`src/rtl/music_sequencer.sv`:
```
// music_sequencer: walks one song of the shared note ROM and presents the current note
// for a beat-tick duration, looping the song until a new start arrives.
`default_nettype none

module music_sequencer #(
  parameter int IDX_BITS  = 6,
  parameter int NOTE_BITS = 4,
  parameter int DUR_BITS  = 8
) (
  input  logic                          clk,
  input  logic                          reset,
  input  logic [1:0]                    select,
  input  logic                          start,
  input  logic                          tick,
  output logic [2+IDX_BITS-1:0]         mem_addr,
  input  logic [NOTE_BITS+DUR_BITS-1:0] mem_data,
  output logic [NOTE_BITS-1:0]          note,
  output logic                          note_valid,
  output logic                          song_end
);

  typedef enum logic [1:0] {
    IDLE  = 2'd0,
    FETCH = 2'd1,
    LOAD  = 2'd2,
    PLAY  = 2'd3
  } state_t;

  state_t                state, state_nxt;
  logic [1:0]            sel_r, sel_nxt;
  logic [IDX_BITS-1:0]   idx, idx_nxt;
  logic [DUR_BITS-1:0]   remaining, rem_nxt;
  logic [NOTE_BITS-1:0]  note_nxt;
  logic                  valid_nxt;
  logic                  end_nxt;

  logic [NOTE_BITS-1:0]  word_note;
  logic [DUR_BITS-1:0]   word_dur;

  assign word_note = mem_data[NOTE_BITS+DUR_BITS-1:DUR_BITS];
  assign word_dur  = mem_data[DUR_BITS-1:0];
  assign mem_addr  = {sel_r, idx};

  always_ff @(posedge clk or posedge reset) begin
    if (reset) begin
      state      <= IDLE;
      sel_r      <= '0;
      idx        <= '0;
      remaining  <= '0;
      note       <= '0;
      note_valid <= 1'b0;
      song_end   <= 1'b0;
    end else begin
      state      <= state_nxt;
      sel_r      <= sel_nxt;
      idx        <= idx_nxt;
      remaining  <= rem_nxt;
      note       <= note_nxt;
      note_valid <= valid_nxt;
      song_end   <= end_nxt;
    end
  end

  always_comb begin
    state_nxt = state;
    sel_nxt   = sel_r;
    idx_nxt   = idx;
    rem_nxt   = remaining;
    note_nxt  = note;
    valid_nxt = note_valid;
    end_nxt   = 1'b0;

    // start overrides whatever the FSM was doing, including a tick in the same cycle
    if (start) begin
      sel_nxt   = select;
      idx_nxt   = '0;
      rem_nxt   = '0;
      valid_nxt = 1'b0;
      state_nxt = FETCH;
    end else begin
      unique case (state)
        IDLE:  state_nxt = IDLE;
        FETCH: state_nxt = LOAD;
        LOAD: begin
          if (word_dur == '0) begin
            if (idx != '0) begin
              end_nxt   = 1'b1;
              idx_nxt   = '0;
              state_nxt = FETCH;
            end else begin
              note_nxt  = '0;
              valid_nxt = 1'b0;
              state_nxt = IDLE;
            end
          end else begin
            note_nxt  = word_note;
            valid_nxt = (word_note != '0);
            rem_nxt   = word_dur;
            state_nxt = PLAY;
          end
        end
        PLAY: begin
          if (tick) begin
            if (remaining > DUR_BITS'(1)) begin
              rem_nxt = remaining - 1'b1;
            end else begin
              // idx wraps naturally past all-ones; that wrap is the end of the song
              rem_nxt   = '0;
              idx_nxt   = idx + 1'b1;
              end_nxt   = &idx;
              state_nxt = FETCH;
            end
          end
        end
        default: state_nxt = IDLE;
      endcase
    end
  end

endmodule

`default_nettype wire
```
`config.mk`:
```
export PLATFORM = sky130hd
export DESIGN_NAME = music_sequencer
export DESIGN_NICKNAME = d
export VERILOG_FILES = /design/src/rtl/music_sequencer.sv
export SDC_FILE = /design/constraint.sdc
export NUM_CORES = 1
export LEC_CHECK = 0
export CORE_UTILIZATION = 50
export DETAILED_ROUTE_END_ITERATION = 12
export GPL_TIMING_DRIVEN = 0
export MAX_ROUTING_LAYER = met4
export PLACE_DENSITY = 0.78
export SLEW_MARGIN = 20
export SYNTH_ARGS = -nofsm -noshare
export SYNTH_HDL_FRONTEND = slang
export SYNTH_SLANG_ARGS = --single-unit
```
`constraint.sdc`:
```
create_clock -name clk -period 2.55 [get_ports clk]
set_input_delay 0.765 -clock clk [delete_from_list [all_inputs] [get_ports clk]]
set_output_delay 0.765 -clock clk [all_outputs]
set_load 0.03 [all_outputs]
```
==> results.ini <==
[run_status]
status = finished, violations left
violations = design-rule violations

[timing]
tns_ns = 0
setup_ws_ns = 0.119
rsz0062_at_grt = no
setup_violations = 0
max_freq_mhz = 411
maxSlewViolCount = 0
min_period_ns = 2.43
tightest_slew_ns = 0.927
skew_ns = 0.00602
min_period_over_period_pct = 95.3
hold_viol = 0
relSlewSlack_pct = 38.1

[setup_path]
cp.arrival_ns = 2.65
max_stage_delay_ns = 0.61
slowest_stage = or4_1
endpoint_kind = register
critPathRequiredTime_ns = 2.77
start_kind = primary input
path_max_fanout = 7
path_class = in2reg
path_cells = clkdlybuf4s50_1, or4_1, o311ai_4, or2b_2, o22ai_1

[die]
chipWidth_um = 57.4
design.core.area_um2 = 2830
die_h_um = 57.4
initial_core_util_pct = 54.2
die_area_um2 = 3290
rows = 19
ios = 32

[logic_synthesis]
muxShareOfSynthArea_pct = 1.47
avgSynthCellArea_um2 = 9.52
synth_top_family_by_area = compound AO/OA/AOI/OAI gates
netlist_area_um2 = 1530
synth_compound_area_share_pct = 27.8
synthSimpleGateAreaFrac_pct = 22.0
synth_edf_count = 0
synthArstFlopShare_pct = 100
yosysWarnings = 0
ys_ff_latch = 24
netlist_instances = 161
ys_seq_area_share_pct = 39.2
synthXorXnorAreaFrac_pct = 1.14
ys.flop_type = dfrtp_1
synth_nets = 183
ys_types = 51
synth-adder-area-share_pct = 3.27

[route]
ant_nets = 0
wire_per_inst_um = 17.0
remaining_drc_errors = 2
vias = 1502
first_iter_violations = 105
first_pass_iters = 8
wirelength_um = 3860
vias_per_cell = 6.62

[layout]
fin_cells = 227
final_layout_size_suffix_gt1_share_pct = 10.2
n_antenna_cell = 0
n_fill_cell = 247
area_delta_synth_final_pct = 25.1
finalNetCount = 219

[place]
dp_hpwl_um = 2870
post-place-ws_ns = -0.230
placedCellCount = 223
place_congestion = 0.844
port_buffers = 31

[job]
maxCapViolations = 0

[clock_network]
cts_tree = done
ctsHtreeMaxLevel = 1
cts.sinks = 24
clockBufferDepth = 2
numCtsBuffers = 3
hold_buffers = 0
postCtsSetupBuffers = 0
clkTransAtPathRegs_ns = 0.14
cts_root_buf = clkbuf_4
clk_latency_ns = 0.32
post_cts_resized = 0

[global_route]
grt_max_degree = 25
track_usage_pct = 25.5
first_global_vias = 1396
grt_pass1_wl_um = 6310
antenna_found_initial = 0
grt_overflow = 0

[power_and_ir_drop]
leakagePower_nw = 0.797
p_per_area_nw_per_um2 = 569
worst_ir_drop_vdd_mv = 0.516

[min_path]
hp-class = reg2reg

==> synth_stat cells (4+ instances only) <==
cell,n,area (um^2)
a22oi_1,6,45.0
o22ai_1,4,25.0
ha_1,4,50.1
inv_1,13,48.8
or4_1,4,30.0
and3_1,4,25.0
nor2_1,7,26.3
dfrtp_1,24,601
a31oi_1,6,37.5
a21oi_1,6,30.0
nand2_1,8,30.0
nand3_1,8,40.0
clkbuf_1,5,18.8
a22o_1,4,35.0
==> registers in the layout, summed over array words and instances, names as in the netlist <==
name,cells
state,2
remaining,8
sel_r,2
note_valid,1
note,4
idx,6
song_end,1
==> area by class of cell <==
class / instances / area [um^2] / area share (%)
well taps: 31 / 38.8 / 2.02
flip-flops and latches: 24 / 601 / 31.3
inverters: 13 / 48.8 / 2.54
clock buffers: 4 / 36.3 / 1.89
repair buffers: 31 / 310 / 16.2
multi-input cells: 117 / 855 / 44.6
plain buffers: 7 / 28.8 / 1.50
==> metal layers <==
metal / global-route usage (%) / up-vias / share of wire [%]
li1: - / 701 / -
met1: 33.2 / 728 / 43
met2: 40.4 / 67 / 48
met3: 2.27 / 6 / 6.9
met4: 11.5 / 0 / 1.4
met5: - / - / 0
==> cell usage in the layout (no fill, tap or decap), types with 4 or more instances in the layout <==
master           Yosys  final
nand2_1              8      8
a31oi_1              6      6
o22ai_1              4      4
dfrtp_1             24     24
or4_1                4      4
ha_1                 4      4
a22oi_1              6      6
and3_1               4      4
nand3_1              8      8
nor2_1               7      7
inv_1               13     13
clkbuf_1             5      5
a22o_1               4      4
clkdlybuf4s50_1      0     31
a21oi_1              6      6
==> through the flow <==
step	hold WS [ns]	power (W)	utilization [%]	instance area, um^2
2_1_floorplan	0.515	0.000738	-	1530
3_3_place_gp	0.485	0.000875	66.5	1880
3_5_place_dp	0.482	0.000883	66.5	1880
4_1_cts	0.527	0.00109	67.8	1920
5_1_grt	0.545	0.00115	67.8	1920
6_report	0.523	0.00109	67.8	1920
==> final timing paths <==
check / startpoint / to / slack (ns) / cells past startpoint
setup / recovery: mem_data[7] / remaining[2] / 0.12 / 5
hold reg to reg: note[3] / note[3] / 0.52 / 1
hold / removal: note[3] / note[3] / 0.52 / 1
max in group asynchronous: reset / idx[5] / 1.05 / 2
setup reg to reg: remaining[0] / idx[3] / 0.60 / 7
min in group asynchronous: reset / note[0] / 0.93 / 2
==> cell families (layout without fill, tap and decap cells) <==
| group | count (synthesis) | in the layout |
|---|---|---|
| AO/OA/AOI/OAI | 55 | 55 |
| adder cells (fa/ha/maj) | 4 | 4 |
| multiplexers | 2 | 2 |
| flip-flops | 24 | 24 |
| XOR/XNOR | 2 | 2 |
| buffers and inverters | 20 | 55 |
| AND/OR/NAND/NOR | 54 | 54 |
==> where the power goes <==
| group | switching, W | total, W | internal (W) |
|---|---|---|---|
| combinational | 0.000237 | 0.000421 | 0.000184 |
| clock | 0.000123 | 0.000211 | 0.0000874 |
| sequential | 0.0000381 | 0.000461 | 0.000423 |
| total | 0.000399 | 0.00109 | 0.000694 |
==> critical path, delay by kind of cell <==
| family | cells | cell delay, ns |
|---|---|---|
| and+or+nand+nor | 2 | 0.88 |
| AOI/OAI and AO/OA | 2 | 0.54 |
| buffers and inverters | 1 | 0.46 |
Note: power is estimated with default switching activity, not from simulation.
==> RTL edit 1: new RTL, same settings <==
The 4 states of `state_t` get a one-hot encoding in 4 bits.
--- a/src/rtl/music_sequencer.sv
+++ b/src/rtl/music_sequencer.sv
@@ -20,9 +20,9 @@
 );
 
-  typedef enum logic [1:0] {
-    IDLE  = 2'd0,
-    FETCH = 2'd1,
-    LOAD  = 2'd2,
-    PLAY  = 2'd3
+  typedef enum logic [3:0] {
+    IDLE  = 4'b0001,
+    FETCH = 4'b0010,
+    LOAD  = 4'b0100,
+    PLAY  = 4'b1000
   } state_t;
 
Formal check against the unedited RTL: same outputs for any inputs over 10 cycles, from zero or initial values and one cycle with reset high; not proved beyond that.
==> RTL edit 1 against the unedited design <==
Worst hold slack worse by 0.0040 ns; die area rose by 5.7%; total power is 12% lower; sequential cell count increased by 2; final cell count is 9.3% higher; worst setup slack worse by 0.015 ns; area after synthesis grew 5.9%; routed wire length is 8.4% higher; sequential share of layout area is 0.83 points higher; design area increased by 5.7%; critical path type unchanged; largest cell class unchanged; largest power group unchanged.
==> RTL edit 1: results (changes against the unedited design) <==
{| class="wikitable"
! Metric !! Value
|-
| Routed via count || 1,563 (+4.1%)
|-
| Share of the yosys chip area belonging to registers || 0.402 (+0.00986)
|-
| Signal buffers || 40 (+5.3%)
|-
| Reg-to-reg slack, setup || 0.26 ns (-0.34 ns)
|-
| Share of post-route cells with drive strength above 1 || 0.0833 (-0.0187)
|-
| Cell family with the largest share of critical-path delay || compound AO/OA/AOI/OAI gates
|-
| Post-Synthesis Net Count || 191 (+4.4%)
|-
| Fraction of area in non-clock buffers || 0.174 (-0.00281)
|-
| Final Cell Area || 2030 um2 (+5.7%)
|-
| Register area || 652 um2 (+8.5%)
|-
| Cts repair resizes || 1 (+1)
|-
| DP Area || 1990 um2 (+5.7%)
|-
| Utilization after layout || 0.659 (-0.0191)
|-
| First-pass GRT wire length || 6.96 mm (+10%)
|-
| Longest individual stage delay on the worst path || 0.65 ns (+0.04 ns)
|-
| First-iteration detailed-routing DRC count || 107 (+1.9%)
|-
| Clock network area share || 0.0179 (-0.00103)
|-
| Wire length per cell || 16.9 um (-0.78%)
|-
| Data arrival time of the worst path || 2.64 ns (about the same)
|-
| Vias in the first global route || 1,511 (+8.2%)
|-
| Met2 Routed Length || 1.99 mm (+6.5%)
|-
| Hold slack || 0.519 ns (-0.00395 ns)
|-
| Synthesized area per cell || 9.60 um2 (+0.87%)
|-
| Leakage power summed over all cells || 0.814 nW (+2.1%)
|-
| Top post-synthesis cells by count || dfrtp_1 (25), a21oi_1 (12), inv_1 (10)
|-
| Multi-input logic area || 895 um2 (+4.7%)
|-
| Outcome || finished, final reports clean
|-
| Reg2reg start || state[2]
|-
| DP Worst Slack || -0.464 ns (-0.235 ns)
|-
| Met1 Wirelength || 1.90 mm (+14%)
|-
| Total wirelength of the detailed-routed design || 4.18 mm (+8.4%)
|}
==> RTL edit 1: worst max path at each step <==
stage / slack [ns] / from / end
finish: 0.10 / mem_data[0] / idx[5]
global route: 0.05 / mem_data[0] / idx[5]
CTS: 0.12 / mem_data[0] / idx[5]
detailed placement: -0.46 / mem_data[0] / remaining[0]
global placement: -0.41 / mem_data[0] / remaining[2]
floorplan: 0.51 / mem_data[0] / remaining[2]
==> RTL edit 1: logic make-up (layout without fill, tap and decap cells) <==
logic type                 Yosys count  count (layout)  share of synthesized area
DFF                                 26              26                      0.402
and+or+nand+nor                     60              60                      0.234
AOI/OAI and AO/OA                   58              58                      0.271
adders and majority gates            4               4                     0.0308
buffers and inverters               19              54                     0.0493
muxes                                2               2                     0.0139
==> RTL edit 1: routing by layer <==
layer / up-vias / track usage
met3: 8 / 0.0349
li1: 741 / -
met4: 0 / 0.102
met2: 49 / 0.433
met5: - / -
met1: 765 / 0.359
==> RTL edit 2: new RTL, same flow settings <==
Without the edit above. `NOTE_BITS`: 4 -> 6.
--- a/src/rtl/music_sequencer.sv
+++ b/src/rtl/music_sequencer.sv
@@ -5,5 +5,5 @@
 module music_sequencer #(
   parameter int IDX_BITS  = 6,
-  parameter int NOTE_BITS = 4,
+  parameter int NOTE_BITS = 6,
   parameter int DUR_BITS  = 8
 ) (
Interface: changed (resized mem_data and note); port bits go from 32 to 36. No check against the original RTL was run, so the function may have changed too.
==> RTL edit 2 against the unedited design <==
The run still ends with DRC left; total power up 11%; design area grew 4.5%; worst setup slack gained 0.016 ns; area after synthesis rose by 2.0%; register-to-register slack worse by 0.31 ns; die area grew 1.9%; sequential cell count up 2; routed wire length is 0.99% lower; critical path type unchanged.
==> RTL edit 2: results (changes against the unedited design) <==
{| class="wikitable"
! Metric !! Value
|-
| Outcome || finished, violations left
|-
| Violated checks || DRC
|-
| Worst Setup SP || mem_data[2]
|-
| Clock Skew || 0.00830 ns (+0.00228 ns)
|-
| First-iteration detailed-routing DRC count || 88 (-16%)
|-
| Reg-to-reg slack, setup || 0.29 ns (-0.31 ns)
|-
| Mapped Cells || 155 (-3.7%)
|-
| Number of clock sinks || 26 (+8.3%)
|-
| Largest registers || remaining x8, idx x6, note x6
|-
| Post-Synthesis Net Count || 179 (-2.2%)
|-
| Final routed DRC violation total || 1 (-1)
|-
| Headroom to the max-slew limit || 0.350 (-0.0317)
|-
| IO buf count || 35 (+13%)
|-
| First-pass GRT wire length || 6.47 mm (+2.6%)
|-
| Switching power share of the total || 0.334 (-0.0314)
|-
| Clock network area share || 0.0262 (+0.00730)
|-
| Fraction of area in non-clock buffers || 0.185 (+0.00799)
|-
| Number of placed cells counting well taps || 221 (-0.90%)
|-
| Global Route met2 Usage || 0.412 (+0.00850)
|-
| Share of the yosys chip area belonging to registers || 0.416 (+0.0245)
|-
| Vias in the first global route || 1,405 (+0.64%)
|-
| Top post-synthesis cells by count || dfrtp_1 (26), a22o_1 (11), nand2_1 (10)
|-
| Count of fill cells added during filler insertion || 234 (-5.3%)
|-
| Signal buffers || 40 (+5.3%)
|-
| Critical-path maximum fanout || 4 (-3)
|-
| Leakage power summed over all cells || 0.832 nW (+4.4%)
|-
| Total wirelength of the detailed-routed design || 3.82 mm (-0.99%)
|-
| Total global routing track utilization || 0.259 (+0.00412)
|-
| Maximum number of pins on one net before global-route repair || 27 (+8.0%)
|-
| Maximum VDD drop || 0.373 mV (-28%)
|-
| Synth area leaders || dfrtp_1 (42%), a22o_1 (6.2%), ha_1 (3.2%)
|-
| Syn-to-layout area delta || 28.3%
|-
| Layout clock buffer count || 3 (-1)
|-
| Wire length per cell || 17.0 um (-0.11%)
|-
| Hold Path End || sel_r[0]
|-
| Capturing instance or port of the critical path || idx[4]
|}
==> RTL edit 2: changes by cell type after synthesis, sizes merged, moves of 4 or more <==
cell	delta
o31ai	+4
inv	-6
a22oi	-6
nand3	-5
nand2b	+6
a22o	+8
nor3	+5
==> RTL edit 2: per-layer routing <==
layer,vias up,part of all wire
li1,680,-
met1,689,0.45
met2,42,0.49
met3,7,0.042
met4,0,0.017
met5,-,0
==> RTL edit 2: worst max-delay path, stage by stage <==
cell and delay (ns):
clkdlybuf4s50_1 0.42, or4_4 0.59, a211oi_4 0.28, o22ai_1 0.20
a221o_1 0.39
==> RTL edit 2: power by group through the flow <==
stage	combinational, mW	clock (mW)	sequential [mW]
2_1_floorplan	0.198	0	0.572
3_3_place_gp	0.411	0	0.505
3_5_place_dp	0.420	0	0.510
4_1_cts	0.424	0.290	0.502
5_1_grt	0.455	0.303	0.511
6_report	0.423	0.288	0.502
==> RTL edit 2: stage by stage <==
stage                     hold slack (ns)  setup TNS, ns  setup WS (ns)
after global placement              0.489          -1.54         -0.208
after floorplan                     0.498              0          0.346
after detailed placement            0.492          -1.73         -0.230
after global routing                0.552              0         0.0579
after CTS                           0.529              0          0.132
final                               0.523              0          0.136
==> RTL edit 2: cells by family after synthesis <==
| group | Yosys count | synth area share |
|---|---|---|
| flip-flops | 26 | 0.416 |
| buffers and inverters | 12 | 0.0296 |
| adder cells (fa/ha/maj) | 4 | 0.0320 |
| AND/OR/NAND/NOR | 60 | 0.247 |
| AO/OA/AOI/OAI | 50 | 0.254 |
| multiplexers | 3 | 0.0208 |
